===== src/rtl/down_timer_ip.sv =====
`default_nettype none
// ============================================================================
//  Module   : down_timer_ip
//  Purpose  : Loadable down-counter with IDLE/RUN/PAUSE control, optional
//             auto-reload at terminal count and a registered done pulse.
//  Revision : 1.0 - initial release
// ============================================================================
module down_timer_ip #(
   parameter int Width = 8
) (
   input  logic             clk_i,
   input  logic             rst_ni,
   input  logic             ena_i,
   input  logic             load_i,
   input  logic [Width-1:0] load_val_i,
   input  logic             start_i,
   input  logic             stop_i,
   input  logic             reload_i,
   output logic [Width-1:0] q_o,
   output logic             busy_o,
   output logic             paused_o,
   output logic             done_o
);

   typedef enum logic [1:0] {
      IDLE  = 2'd0,
      RUN   = 2'd1,
      PAUSE = 2'd2
   } state_e;

   localparam logic [Width-1:0] c_zero = '0;
   localparam logic [Width-1:0] c_one  = {{(Width-1){1'b0}}, 1'b1};

   state_e           state_q, state_d;
   logic [Width-1:0] count_q, count_d;
   logic [Width-1:0] reload_q, reload_d;
   logic             done_q, done_d;

   // Terminal count: a qualified tick while the count sits at one.
   logic             tc_w;
   assign tc_w = (count_q == c_one);

   // State, count, reload value and done pulse registers.
   always_ff @(posedge clk_i or negedge rst_ni) begin
      if (!rst_ni) begin
         state_q  <= IDLE;
         count_q  <= c_zero;
         reload_q <= c_zero;
         done_q   <= 1'b0;
      end else begin
         state_q  <= state_d;
         count_q  <= count_d;
         reload_q <= reload_d;
         done_q   <= done_d;
      end
   end

   // Next-state logic; command priority is load > stop > start > ena.
   always_comb begin
      state_d  = state_q;
      count_d  = count_q;
      reload_d = reload_q;
      done_d   = 1'b0;

      if (load_i) begin
         // A load aborts any run or pause and re-arms both registers.
         count_d  = load_val_i;
         reload_d = load_val_i;
         state_d  = IDLE;
      end else begin
         unique case (state_q)
            IDLE: begin
               if (stop_i) begin
                  // Nothing to pause; stop also masks a simultaneous start.
                  state_d = IDLE;
               end else if (start_i) begin
                  if (count_q == c_zero) begin
                     // Starting an expired timer reports completion at once.
                     done_d = 1'b1;
                  end else begin
                     state_d = RUN;
                  end
               end
            end

            RUN: begin
               if (stop_i) begin
                  state_d = PAUSE;
               end else if (start_i) begin
                  // Already running; start outranks the tick, so hold.
                  state_d = RUN;
               end else if (ena_i) begin
                  if (tc_w) begin
                     done_d = 1'b1;
                     if (reload_i && (reload_q != c_zero)) begin
                        count_d = reload_q;
                     end else begin
                        count_d = c_zero;
                        state_d = IDLE;
                     end
                  end else if (count_q != c_zero) begin
                     // Guarded so the count can never wrap below zero.
                     count_d = count_q - c_one;
                  end
               end
            end

            PAUSE: begin
               if (stop_i) begin
                  state_d = PAUSE;
               end else if (start_i) begin
                  state_d = RUN;
               end
            end

            default: begin
               state_d = IDLE;
            end
         endcase
      end
   end

   // Outputs come straight from registers; no input-to-output path.
   assign q_o      = count_q;
   assign busy_o   = (state_q == RUN);
   assign paused_o = (state_q == PAUSE);
   assign done_o   = done_q;

endmodule
`default_nettype wire


===== config.mk =====
export PLATFORM = sky130hd
export DESIGN_NAME = down_timer_ip
export DESIGN_NICKNAME = d
export VERILOG_FILES = /design/src/rtl/down_timer_ip.sv
export SDC_FILE = /design/constraint.sdc
export NUM_CORES = 1
export LEC_CHECK = 0
export ABC_AREA = 1
export CAP_MARGIN = 0
export CELL_PAD_IN_SITES_DETAIL_PLACEMENT = 0
export CELL_PAD_IN_SITES_GLOBAL_PLACEMENT = 1
export CORE_MARGIN = 2
export CORE_UTILIZATION = 40
export CTS_BUF_LIST = sky130_fd_sc_hd__clkbuf_8
export DETAILED_ROUTE_END_ITERATION = 16
export PLACE_DENSITY_LB_ADDON = 0.1
export REMOVE_ABC_BUFFERS = 1
export SLEW_MARGIN = 20
export SYNTH_ARGS = -nofsm -noshare
export SYNTH_HDL_FRONTEND = slang
export SYNTH_SLANG_ARGS = --single-unit

===== constraint.sdc =====
create_clock -name clk_i -period 2.6 [get_ports clk_i]
set_input_delay 0.52 -clock clk_i [delete_from_list [all_inputs] [get_ports clk_i]]
set_output_delay 0.52 -clock clk_i [all_outputs]
set_load 0.01 [all_outputs]

==> impl_metrics.py, run 1 <==
metrics = {
    "timing": {
        "timing.final.crit_period_ns": 2.041,
        "timing.final.max_slew_violations": 0,
        "max_slew.worst_pin.slew_ns": 0.4833,
        "period_share_pct": 78.50,
        "timing.fmax_ghz": 0.4899,
        "worst_clock_skew_ns": 0.004744,
        "final_critical_path_setup_slack_ns": 0.5589,
        "slew-limit-headroom_pct": 67.75,
        "rsz_0062_raised_after_global_routing": "false",
        "finalSetupTns_ns": 0,
        "final.hold.worst_slack_ns": 0.5031,
        "final-setup-viol-count": 0,
        "hold_viol": 0,
    },
    "final_layout": {
        "drive_gt1_share_pct": 12.45,
        "multi_input_gate_area_in_the_final_layout_um2": 768.2,
        "insertedDiodeCount": 0,
        "final_cell_count_no_fill": 279,
        "finalNetCount": 252,
        "final_cell_area_um2": 1758,
        "fillCellCount": 368,
        "syn2layout_area_growth_pct": 25.22,
        "layout.area.seq_um2": 475.5,
        "layout.core_utilization_pct": 52.27,
    },
    "route": {
        "ant_nets": 0,
        "detailedRoute.firstPassIterationCount": 5,
        "top_layer_used": "met4",
        "route.final.wire_length_mm": 3.016,
        "met2_length_mm": 1.395,
        "vias_per_cell": 4.627,
        "wl_met1_mm": 1.485,
        "detail_route.wl_per_cell_um": 10.81,
        "dr_wl_met3_um": 117,
        "via_count": 1291,
        "drt_iter0_markers": 60,
        "drcViolationCount": 0,
    },
    "synthesis": {
        "synth.top_cells.by_count": "sky130_fd_sc_hd__nand2_1 (56), sky130_fd_sc_hd__inv_1 (32), sky130_fd_sc_hd__nor2_1 (28), sky130_fd_sc_hd__nand3_1 (21), sky130_fd_sc_hd__dfrtp_1 (19)",
        "mappedNetlistArea_um2": 1404,
        "ys_seq_elements": 19,
        "synth_most_common_cell": "sky130_fd_sc_hd__nand2_1",
        "synthArstFlopShare_pct": 100.0,
        "synth_top_area_share_pct": 33.87,
        "yosysSeqAreaShare_pct": 33.87,
        "synth_edf_count": 0,
        "postSynthCellCount": 205,
        "yosysUniqueCellTypes": 28,
        "ys.flop_type": "sky130_fd_sc_hd__dfrtp_1",
        "yosysWarningCount": 0,
        "synth_top_cell_by_area": "sky130_fd_sc_hd__dfrtp_1",
        "syn_area_per_cell_um2": 6.848,
        "synthTopCellsByArea": "sky130_fd_sc_hd__dfrtp_1 (34%), sky130_fd_sc_hd__nand2_1 (15%), sky130_fd_sc_hd__inv_1 (8.6%)",
    },
    "global_route": {
        "global_route_wire_length_before_repair_mm": 5.382,
        "largest_net_degree_at_the_start_of_global_routing": 22,
        "globalRouteTotalUtil_pct": 16.61,
        "grt_pass1_vias": 1177,
        "antenna_violations_before_repair": 0,
        "globalRoute.totalOverflow": 0,
    },
    "die": {
        "pin_count": 26,
        "start_util_pct": 41.74,
        "floorplan.core_area_um2": 3363,
        "die_height_um": 63.24,
        "die-area_um2": 3999,
        "floorplan.die.width_um": 63.24,
        "fp-row-count": 21,
    },
    "clock_network": {
        "clkLatencyLatePin_ns": 0.25,
        "number_of_gates_resized_after_cts": 0,
        "clk_transition_reported_paths_ns": 0.07,
        "h_tree_depth_reported_by_cts": 1,
        "cts.repair_timing.setup_buffer_count": 0,
        "tritoncts_num_sinks": 19,
        "cts-hold-fix-buffers": 0,
        "clock_tree_from_tritoncts": "done",
        "cts_max_path_buffers": 2,
        "cts_made_buffers": 3,
        "cts_root_buf": "sky130_fd_sc_hd__clkbuf_8",
    },
    "setup_path": {
        "cp_data_required_time_ns": 2.08,
        "critical_path.startpoint": "state_q[1]",
        "reg2reg_depth": 9,
        "worstPathBufferInverterCount": 2,
        "timing.critical_path.slowest_cell_delay_ns": 0.56,
        "setup.worst_path.end_class": "output pin",
        "worst-path-stages": 3,
        "slowest_stage": "sky130_fd_sc_hd__clkdlybuf4s50_1",
        "critical_path_arrival_ns": 1.52,
        "timing.rr.start": "q_o[0]",
        "reg2reg_setup_slack_ns": 1.07,
        "cell_type_group_with_the_largest_total_delay_on_the_critical_path": "buffers and inverters",
        "reg2reg_to": "q_o[7]",
        "worstSetupStartpointType": "flop",
        "critPathMaxFanout": 5,
        "crit_type": "flop to output pin",
        "path_cells": "inv_1 > nor2_1 > clkdlybuf4s50_1",
    },
    "hold_path": {
        "timing.hold.worst_endpoint": "reload_q[3]",
        "hold_path.startpoint": "reload_q[3]",
        "holdPathStages": 2,
        "hp-class": "flop to flop",
    },
    "placed_design": {
        "dpl.hpwl_mm": 2.451,
        "placed_cells_incl_taps": 275,
        "place_congestion": 0.7771,
        "port_buffers": 25,
        "preCtsSetupSlack_ns": 0.7666,
        "post_dp_cell_area_um2": 1713,
    },
    "power": {
        "finalPower_uw": 882.5,
        "power.density_cell_area_nw_per_um2": 502.0,
        "vdd_ir_drop_max_mv": 0.2254,
        "power.static_leakage_nw": 0.9129,
    },
    "job": {
        "maxCapViolations": 0,
    },
    "run_status": {
        "outcome": "finished clean",
    },
}
[layer usage]
layer / vias up / global-route usage (%)
met5: - / 0
met4: 0 / 3.261
met3: 2 / 2.321
met2: 27 / 27.39
met1: 567 / 23.34
li1: 695 / -
[kinds of logic after synthesis]
| logic type | Yosys count | share of synthesized area (%) |
|---|---|---|
| and+or+nand+nor | 121 | 41.98 |
| buffers and inverters | 40 | 11.41 |
| AOI/OAI and AO/OA | 22 | 10.07 |
| DFF | 19 | 33.87 |
| adders and majority gates | 3 | 2.674 |
[cell usage in the layout, fill, tap and decap left out, types with 2 or more instances in the layout]
master                            synthesis  routed
sky130_fd_sc_hd__buf_4                    0       2
sky130_fd_sc_hd__nand3_1                 21      21
sky130_fd_sc_hd__inv_1                   32      33
sky130_fd_sc_hd__nor2_2                   2       2
sky130_fd_sc_hd__nor2_1                  28      28
sky130_fd_sc_hd__nand4_1                  2       2
sky130_fd_sc_hd__clkbuf_8                 0       3
sky130_fd_sc_hd__dfrtp_1                 19      19
sky130_fd_sc_hd__o21ai_0                 11      11
sky130_fd_sc_hd__a21oi_2                  2       2
sky130_fd_sc_hd__nand2_2                  2       2
sky130_fd_sc_hd__o21ai_2                  4       4
sky130_fd_sc_hd__nand2_1                 56      56
sky130_fd_sc_hd__nor2_8                   2       2
sky130_fd_sc_hd__ha_1                     3       3
sky130_fd_sc_hd__nand2_4                  2       2
sky130_fd_sc_hd__clkdlybuf4s50_1          0      25
sky130_fd_sc_hd__inv_2                    2       2
sky130_fd_sc_hd__nor2_4                   3       3
sky130_fd_sc_hd__a21oi_1                  2       2
[where the power goes]
group	leakage [nW]	internal [mW]	total, mW	switching [mW]
combinational	0.652	0.135	0.308	0.172
sequential	0.234	0.330	0.373	0.0432
clock	0.0269	0.105	0.202	0.0966
[state kept, by name, indices dropped and copies added, names as in the netlist]
register  count
q_o           8
reload_q      8
state_q       2
done_o        1
[worst max path at each step]
| stage | endpoint | slack, ns |
|---|---|---|
| 6_report | paused_o | 0.56 |
| 5_1_grt | paused_o | 0.48 |
| 4_1_cts | paused_o | 0.56 |
| 3_5_place_dp | q_o[6] | 0.77 |
| 3_3_place_gp | q_o[0] | 0.79 |
| 2_1_floorplan | q_o[0] | 1.17 |
[final cells by class]
type / count / area share (%)
multi-input cells: 146 / 43.70
inverters: 37 / 8.327
clock inverters: 1 / 0.2135
clock buffers: 3 / 2.349
repair buffers: 27 / 15.09
well taps: 46 / 3.274
flip-flops and latches: 19 / 27.05
[worst min-delay path, cell delays in order (launching register included)]
cell and delay [ns]:
sky130_fd_sc_hd__dfrtp_1 0.37, sky130_fd_sc_hd__nand2_1 0.06, sky130_fd_sc_hd__nand2_1 0.05
Note: power is estimated with default switching activity, not from simulation.
==> run 2: changes to the inputs <==
--- a/config.mk
+++ b/config.mk
@@ -10,7 +10,7 @@
 export CELL_PAD_IN_SITES_DETAIL_PLACEMENT = 0
 export CELL_PAD_IN_SITES_GLOBAL_PLACEMENT = 1
 export CORE_MARGIN = 2
-export CORE_UTILIZATION = 40
+export CORE_UTILIZATION = 38
 export CTS_BUF_LIST = sky130_fd_sc_hd__clkbuf_8
 export DETAILED_ROUTE_END_ITERATION = 16
 export PLACE_DENSITY_LB_ADDON = 0.1
==> constraint.sdc (replaced) <==
create_clock -name clk_i -period 2.1 [get_ports clk_i]
set_input_delay 0.42 -clock clk_i [delete_from_list [all_inputs] [get_ports clk_i]]
set_output_delay 0.42 -clock clk_i [all_outputs]
set_load 0.01 [all_outputs]
==> run 2 against run 1 <==
  * Via count increased by 0.77%
  * Routed wire length is 5.6% higher
  * First-iteration DRC count shrank 17%
  * Count of clock-buffer cells in the layout is the same
  * Final area increased by 1.0%
  * Largest cell class unchanged
  * Final cell count grew 1.4%
  * Sequential cell count unchanged
  * Setup slack worse by 0.42 ns
  * Clock power increased by 20%
  * Non-clock buffer count increased by 2
  * Largest power group unchanged
  * Sequential share of layout area fell by 0.27 points
  * Critical path depth did not move
==> impl_metrics.py, run 2 (synthesis gave the netlist of run 1 again) <==
metrics = {
    "global_route": {
        "largest_net_degree_at_the_start_of_global_routing": 20,
        "groute.layer.met1.usage_pct": 21.30,
        "globalRouteTotalUtil_pct": 16.41,
        "antenna_violations_before_repair": 0,
        "global_route.usage.met2_pct": 28.87,
        "met3_routing_resource_usage_after_global_routing_pct": 1.042,
        "globalRoute.totalOverflow": 0,
        "grt_pass1_vias": 1286,
        "global_route_wire_length_before_repair_mm": 5.437,
        "top_usage_layer": "met2",
    },
    "route": {
        "drt_iter0_markers": 50,
        "drcViolationCount": 0,
        "detail_route.wl_per_cell_um": 11.25,
        "route.final.wire_length_mm": 3.184,
        "detailedRoute.firstPassIterationCount": 4,
        "via_count": 1301,
        "ant_nets": 0,
        "vias_per_cell": 4.597,
    },
    "job": {
        "maxCapViolations": 0,
    },
    "setup_path": {
        "critical_path.startpoint": "state_q[1]",
        "cp_data_required_time_ns": 1.68,
        "critPathMaxFanout": 5,
        "setup.worst_path.end_class": "output pin",
        "reg2reg_depth": 9,
        "timing.critical_path.slowest_cell_delay_ns": 0.57,
        "reg2reg_setup_slack_ns": 0.57,
        "critical_path_arrival_ns": 1.55,
        "timing.rr.start": "q_o[1]",
        "path_cells": "inv_1 > nor2_1 > clkdlybuf4s50_1",
        "slowest_stage": "sky130_fd_sc_hd__clkdlybuf4s50_1",
        "reg2reg_to": "q_o[6]",
        "worstSetupStartpointType": "flop",
        "crit_type": "flop to output pin",
    },
    "timing": {
        "timing.final.max_slew_violations": 0,
        "hold_viol": 0,
        "final-setup-viol-count": 0,
        "final_critical_path_setup_slack_ns": 0.1349,
        "rsz_0062_raised_after_global_routing": "false",
        "finalSetupTns_ns": 0,
        "worst_clock_skew_ns": 0.001949,
        "timing.final.crit_period_ns": 1.965,
        "max_slew.worst_pin.slew_ns": 0.2421,
        "timing.fmax_ghz": 0.5089,
        "slew-limit-headroom_pct": 83.86,
        "final.hold.worst_slack_ns": 0.5004,
        "period_share_pct": 93.58,
    },
    "hold_path": {
        "hp-class": "primary input to async pin",
    },
    "clock_network": {
        "cts.repair_timing.setup_buffer_count": 0,
        "tritoncts_num_sinks": 19,
        "cts_made_buffers": 3,
        "h_tree_depth_reported_by_cts": 1,
        "cts-hold-fix-buffers": 0,
        "clock_tree_from_tritoncts": "done",
        "cts_max_path_buffers": 2,
        "clk_transition_reported_paths_ns": 0.07,
        "cts_root_buf": "sky130_fd_sc_hd__clkbuf_8",
        "number_of_gates_resized_after_cts": 0,
        "clkLatencyLatePin_ns": 0.25,
    },
    "power": {
        "power.density_cell_area_nw_per_um2": 615.5,
        "p_sw_uw": 384.1,
        "clock_power_share_pct": 22.2,
        "power.static_leakage_nw": 0.9225,
        "p_sw_share_pct": 35.14,
        "vdd_ir_drop_max_mv": 0.4040,
        "intPower_uw": 708.8,
        "combinationalPowerShare_pct": 35.5,
        "sequential_share_of_power_pct": 42.3,
    },
    "die": {
        "start_util_pct": 38.93,
        "die_height_um": 64.78,
        "fp-row-count": 22,
        "die-area_um2": 4196,
        "floorplan.die.width_um": 64.78,
        "floorplan.core_area_um2": 3606,
        "pin_count": 26,
    },
    "final_layout": {
        "drive_gt1_share_pct": 13.19,
        "finalNetCount": 254,
        "insertedDiodeCount": 0,
        "syn2layout_area_growth_pct": 26.47,
        "final_cell_mix": "sky130_fd_sc_hd__nand2_1 (56), sky130_fd_sc_hd__inv_1 (33), sky130_fd_sc_hd__nor2_1 (28)",
        "layout.cells.most_common": "sky130_fd_sc_hd__nand2_1",
    },
    "placed_design": {
        "place_congestion": 0.8470,
        "preCtsSetupSlack_ns": 0.3895,
        "port_buffers": 25,
        "dpl.hpwl_mm": 2.645,
    },
    "run_status": {
        "outcome": "finished clean",
    },
}
==> run 2: changes by cell type in the layout (fill, tap and decap cells not counted), sizes merged <==
cell  before  now
buf        2    4
==> run 2: through the flow <==
step                      std cells  utilization [%]  total power, mW  cell area [um^2]
after floorplan                 202                -           0.6968              1390
after global placement          279            47.99           0.8583              1730
after detailed placement        279            47.99           0.8610              1730
after CTS                       283            49.24            1.108              1775
after global routing            283            49.24            1.178              1775
final                           283            49.24            1.093              1775
==> run 2: layout make-up <==
cell class                 count  area [um^2]
fill                         388         1831
multi-input combinational    146        768.2
tap                           48        60.06
clock buffer                   3        41.29
timing repair buffer          29        280.3
inverter                      37        146.4
clock inverter                 1        3.754
sequential                    19        475.5
==> run 2: worst max-delay path: cells and delay by family, from the launching register on <==
family / cells / cell delay [ns]
buffers and inverters: 2 / 0.65
DFF: 1 / 0.46
and+or+nand+nor: 1 / 0.18
==> run 2: power by group through the flow <==
stage	sequential (mW)	combinational [mW]	clock (mW)
3_3_place_gp	0.469	0.390	0
2_1_floorplan	0.470	0.227	0
3_5_place_dp	0.470	0.391	0
4_1_cts	0.463	0.394	0.251
5_1_grt	0.470	0.440	0.268
6_report	0.462	0.388	0.243
==> run 2: worst max path at each step <==
| stage | to | slack (ns) | depth (start not counted) |
|---|---|---|---|
| after floorplan | q_o[0] | 0.67 | 9 |
| after global placement | paused_o | 0.43 | 3 |
| after detailed placement | q_o[1] | 0.39 | 9 |
| after CTS | paused_o | 0.13 | 3 |
| after global routing | paused_o | 0.02 | 3 |
| final | paused_o | 0.13 | 3 |
==> run 2: layer usage <==
| metal | up-vias | part of all wire [%] |
|---|---|---|
| li1 | 693 | - |
| met1 | 586 | 48 |
| met2 | 20 | 48 |
| met3 | 2 | 3.5 |
| met4 | 0 | 0.53 |
| met5 | - | 0 |
==> run 3: changes to the inputs <==
--- a/config.mk
+++ b/config.mk
@@ -10,8 +10,8 @@
 export CELL_PAD_IN_SITES_DETAIL_PLACEMENT = 0
 export CELL_PAD_IN_SITES_GLOBAL_PLACEMENT = 1
 export CORE_MARGIN = 2
-export CORE_UTILIZATION = 38
-export CTS_BUF_LIST = sky130_fd_sc_hd__clkbuf_8
+export CORE_UTILIZATION = 35
+export CTS_BUF_LIST = sky130_fd_sc_hd__clkbuf_4 sky130_fd_sc_hd__clkbuf_8
 export DETAILED_ROUTE_END_ITERATION = 16
 export PLACE_DENSITY_LB_ADDON = 0.1
 export REMOVE_ABC_BUFFERS = 1
==> run 3 against run 2 <==
  * Critical path depth unchanged
  * Sequential power about the same
  * Via count up 1.9%
  * Clock power up 3%
  * Critical endpoint unchanged
  * Power up 1.2%
  * Utilization down 4.1 points
==> impl_metrics.py, run 3 (synthesis gave the netlist of run 1 again) <==
metrics = {
    "power": {
        "p_sw_share_pct": 35.72,
        "clock_power_share_pct": 22.7,
        "sequential_share_of_power_pct": 41.9,
        "finalPower_mw": 1.106,
        "intPower_uw": 710.7,
        "p_sw_uw": 395.0,
        "power.static_leakage_nw": 0.9211,
        "combinationalPowerShare_pct": 35.5,
        "power.density_cell_area_nw_per_um2": 621.5,
        "vdd_ir_drop_max_mv": 0.2644,
    },
    "die": {
        "pin_count": 26,
        "die-area_um2": 4533,
        "die_height_um": 67.33,
        "floorplan.core_area_um2": 3943,
        "start_util_pct": 35.61,
        "fp-row-count": 23,
        "floorplan.die.width_um": 67.33,
    },
    "timing": {
        "max_slew.worst_pin.slew_ns": 0.2466,
        "finalSetupTns_ns": 0,
        "timing.fmax_ghz": 0.5087,
        "slew-limit-headroom_pct": 83.56,
        "timing.final.crit_period_ns": 1.966,
        "rsz_0062_raised_after_global_routing": "false",
        "final_critical_path_setup_slack_ns": 0.1340,
        "period_share_pct": 93.62,
        "hold_viol": 0,
        "final-setup-viol-count": 0,
        "worst_clock_skew_ns": 0.003654,
        "timing.final.max_slew_violations": 0,
    },
    "setup_path": {
        "timing.rr.start": "q_o[1]",
        "worst_setup_path_endpoint": "paused_o",
        "setup.worst_path.end_class": "output pin",
        "reg2reg_depth": 9,
        "crit_type": "flop to output pin",
        "critical_path_arrival_ns": 1.55,
        "reg2reg_to": "q_o[2]",
        "cp_data_required_time_ns": 1.68,
        "critPathMaxFanout": 5,
        "reg2reg_setup_slack_ns": 0.56,
        "worstSetupStartpointType": "flop",
        "critical_path.startpoint": "state_q[1]",
    },
    "route": {
        "detail_route.wl_per_cell_um": 11.44,
        "route.final.wire_length_mm": 3.261,
        "ant_nets": 0,
        "vias_per_cell": 4.653,
        "via_count": 1326,
        "detailedRoute.firstPassIterationCount": 4,
        "drcViolationCount": 0,
        "drt_iter0_markers": 39,
    },
    "clock_network": {
        "h_tree_depth_reported_by_cts": 1,
        "cts_max_path_buffers": 2,
        "number_of_gates_resized_after_cts": 0,
        "cts-hold-fix-buffers": 0,
        "tritoncts_num_sinks": 19,
        "cts_made_buffers": 3,
        "clkLatencyLatePin_ns": 0.25,
        "cts_root_buf": "sky130_fd_sc_hd__clkbuf_8",
        "cts.repair_timing.setup_buffer_count": 0,
        "clock_tree_from_tritoncts": "done",
        "clk_transition_reported_paths_ns": 0.07,
    },
    "placed_design": {
        "dpl.hpwl_mm": 2.755,
        "preCtsSetupSlack_ns": 0.3808,
        "port_buffers": 25,
        "place_congestion": 0.8054,
    },
    "global_route": {
        "globalRoute.totalOverflow": 0,
        "grt_pass1_vias": 1312,
        "globalRouteTotalUtil_pct": 16.45,
        "antenna_violations_before_repair": 0,
        "largest_net_degree_at_the_start_of_global_routing": 20,
        "global_route_wire_length_before_repair_mm": 5.651,
    },
    "job": {
        "maxCapViolations": 0,
    },
    "final_layout": {
        "insertedDiodeCount": 0,
        "syn2layout_area_growth_pct": 26.74,
        "final_cell_mix": "sky130_fd_sc_hd__nand2_1 (56), sky130_fd_sc_hd__inv_1 (32), sky130_fd_sc_hd__nor2_1 (28)",
        "finalNetCount": 254,
        "layout.cells.most_common": "sky130_fd_sc_hd__nand2_1",
        "drive_gt1_share_pct": 13.62,
    },
    "hold_path": {
        "hp-class": "primary input to async pin",
    },
    "run_status": {
        "outcome": "finished clean",
    },
}
## run 3: cell types whose count changed in the layout (fill, tap and decap cells not counted), sizes merged
cell    previous run  this run
inv               37        36
clkinv             1         2
## run 3: critical path, cell delays in order (launching register included)
cell                              delay (ns)
sky130_fd_sc_hd__dfrtp_1                0.47
sky130_fd_sc_hd__inv_1                  0.09
sky130_fd_sc_hd__nor2_1                 0.17
sky130_fd_sc_hd__clkdlybuf4s50_1        0.57
## run 3: how the worst min path moves through the flow
stage                startpoint           to  slack (ns)  cells past startpoint
floorplan                rst_ni       done_o        0.12                      0
global placement    reload_q[3]  reload_q[3]        0.48                      2
detailed placement  reload_q[3]  reload_q[3]        0.49                      2
CTS                      rst_ni  reload_q[7]        0.49                      2
global route             rst_ni  reload_q[5]        0.51                      2
finish                   rst_ni  reload_q[7]        0.49                      2
## run 3: per-layer routing
metal | global-route usage, % | part of all wire (%) | up-vias
met5 | 0 | 0 | -
li1 | - | - | 695
met4 | 6.122 | 1.3 | 0
met3 | 1.000 | 2.7 | 4
met1 | 22.11 | 49 | 610
met2 | 27.85 | 47 | 17
## run 3: power groups by stage
| stage | Clock (mW) | Combinational [mW] | Sequential [mW] |
|---|---|---|---|
| final | 0.251 | 0.392 | 0.463 |
| after global routing | 0.280 | 0.444 | 0.473 |
| after CTS | 0.262 | 0.396 | 0.464 |
| after detailed placement | 0 | 0.394 | 0.471 |
| after global placement | 0 | 0.389 | 0.470 |
| after floorplan | 0 | 0.227 | 0.470 |
## run 3: cell type report
type	instances	area (um^2)
Tap cell	50	62.56
Inverter	37	146.4
Timing Repair Buffer	29	280.3
Clock inverter	1	5.005
Fill cell	408	2163
Clock buffer	3	41.29
Sequential cell	19	475.5
Multi-Input combinational cell	146	768.2
## run 3: metrics by stage
step	hold WS [ns]	util, %	std cells	area, um^2
after floorplan	0.1244	-	202	1390
after global placement	0.4848	43.95	281	1733
after detailed placement	0.4882	43.95	281	1733
after CTS	0.4929	45.13	285	1779
after global routing	0.5142	45.13	285	1779
final	0.4901	45.13	285	1779
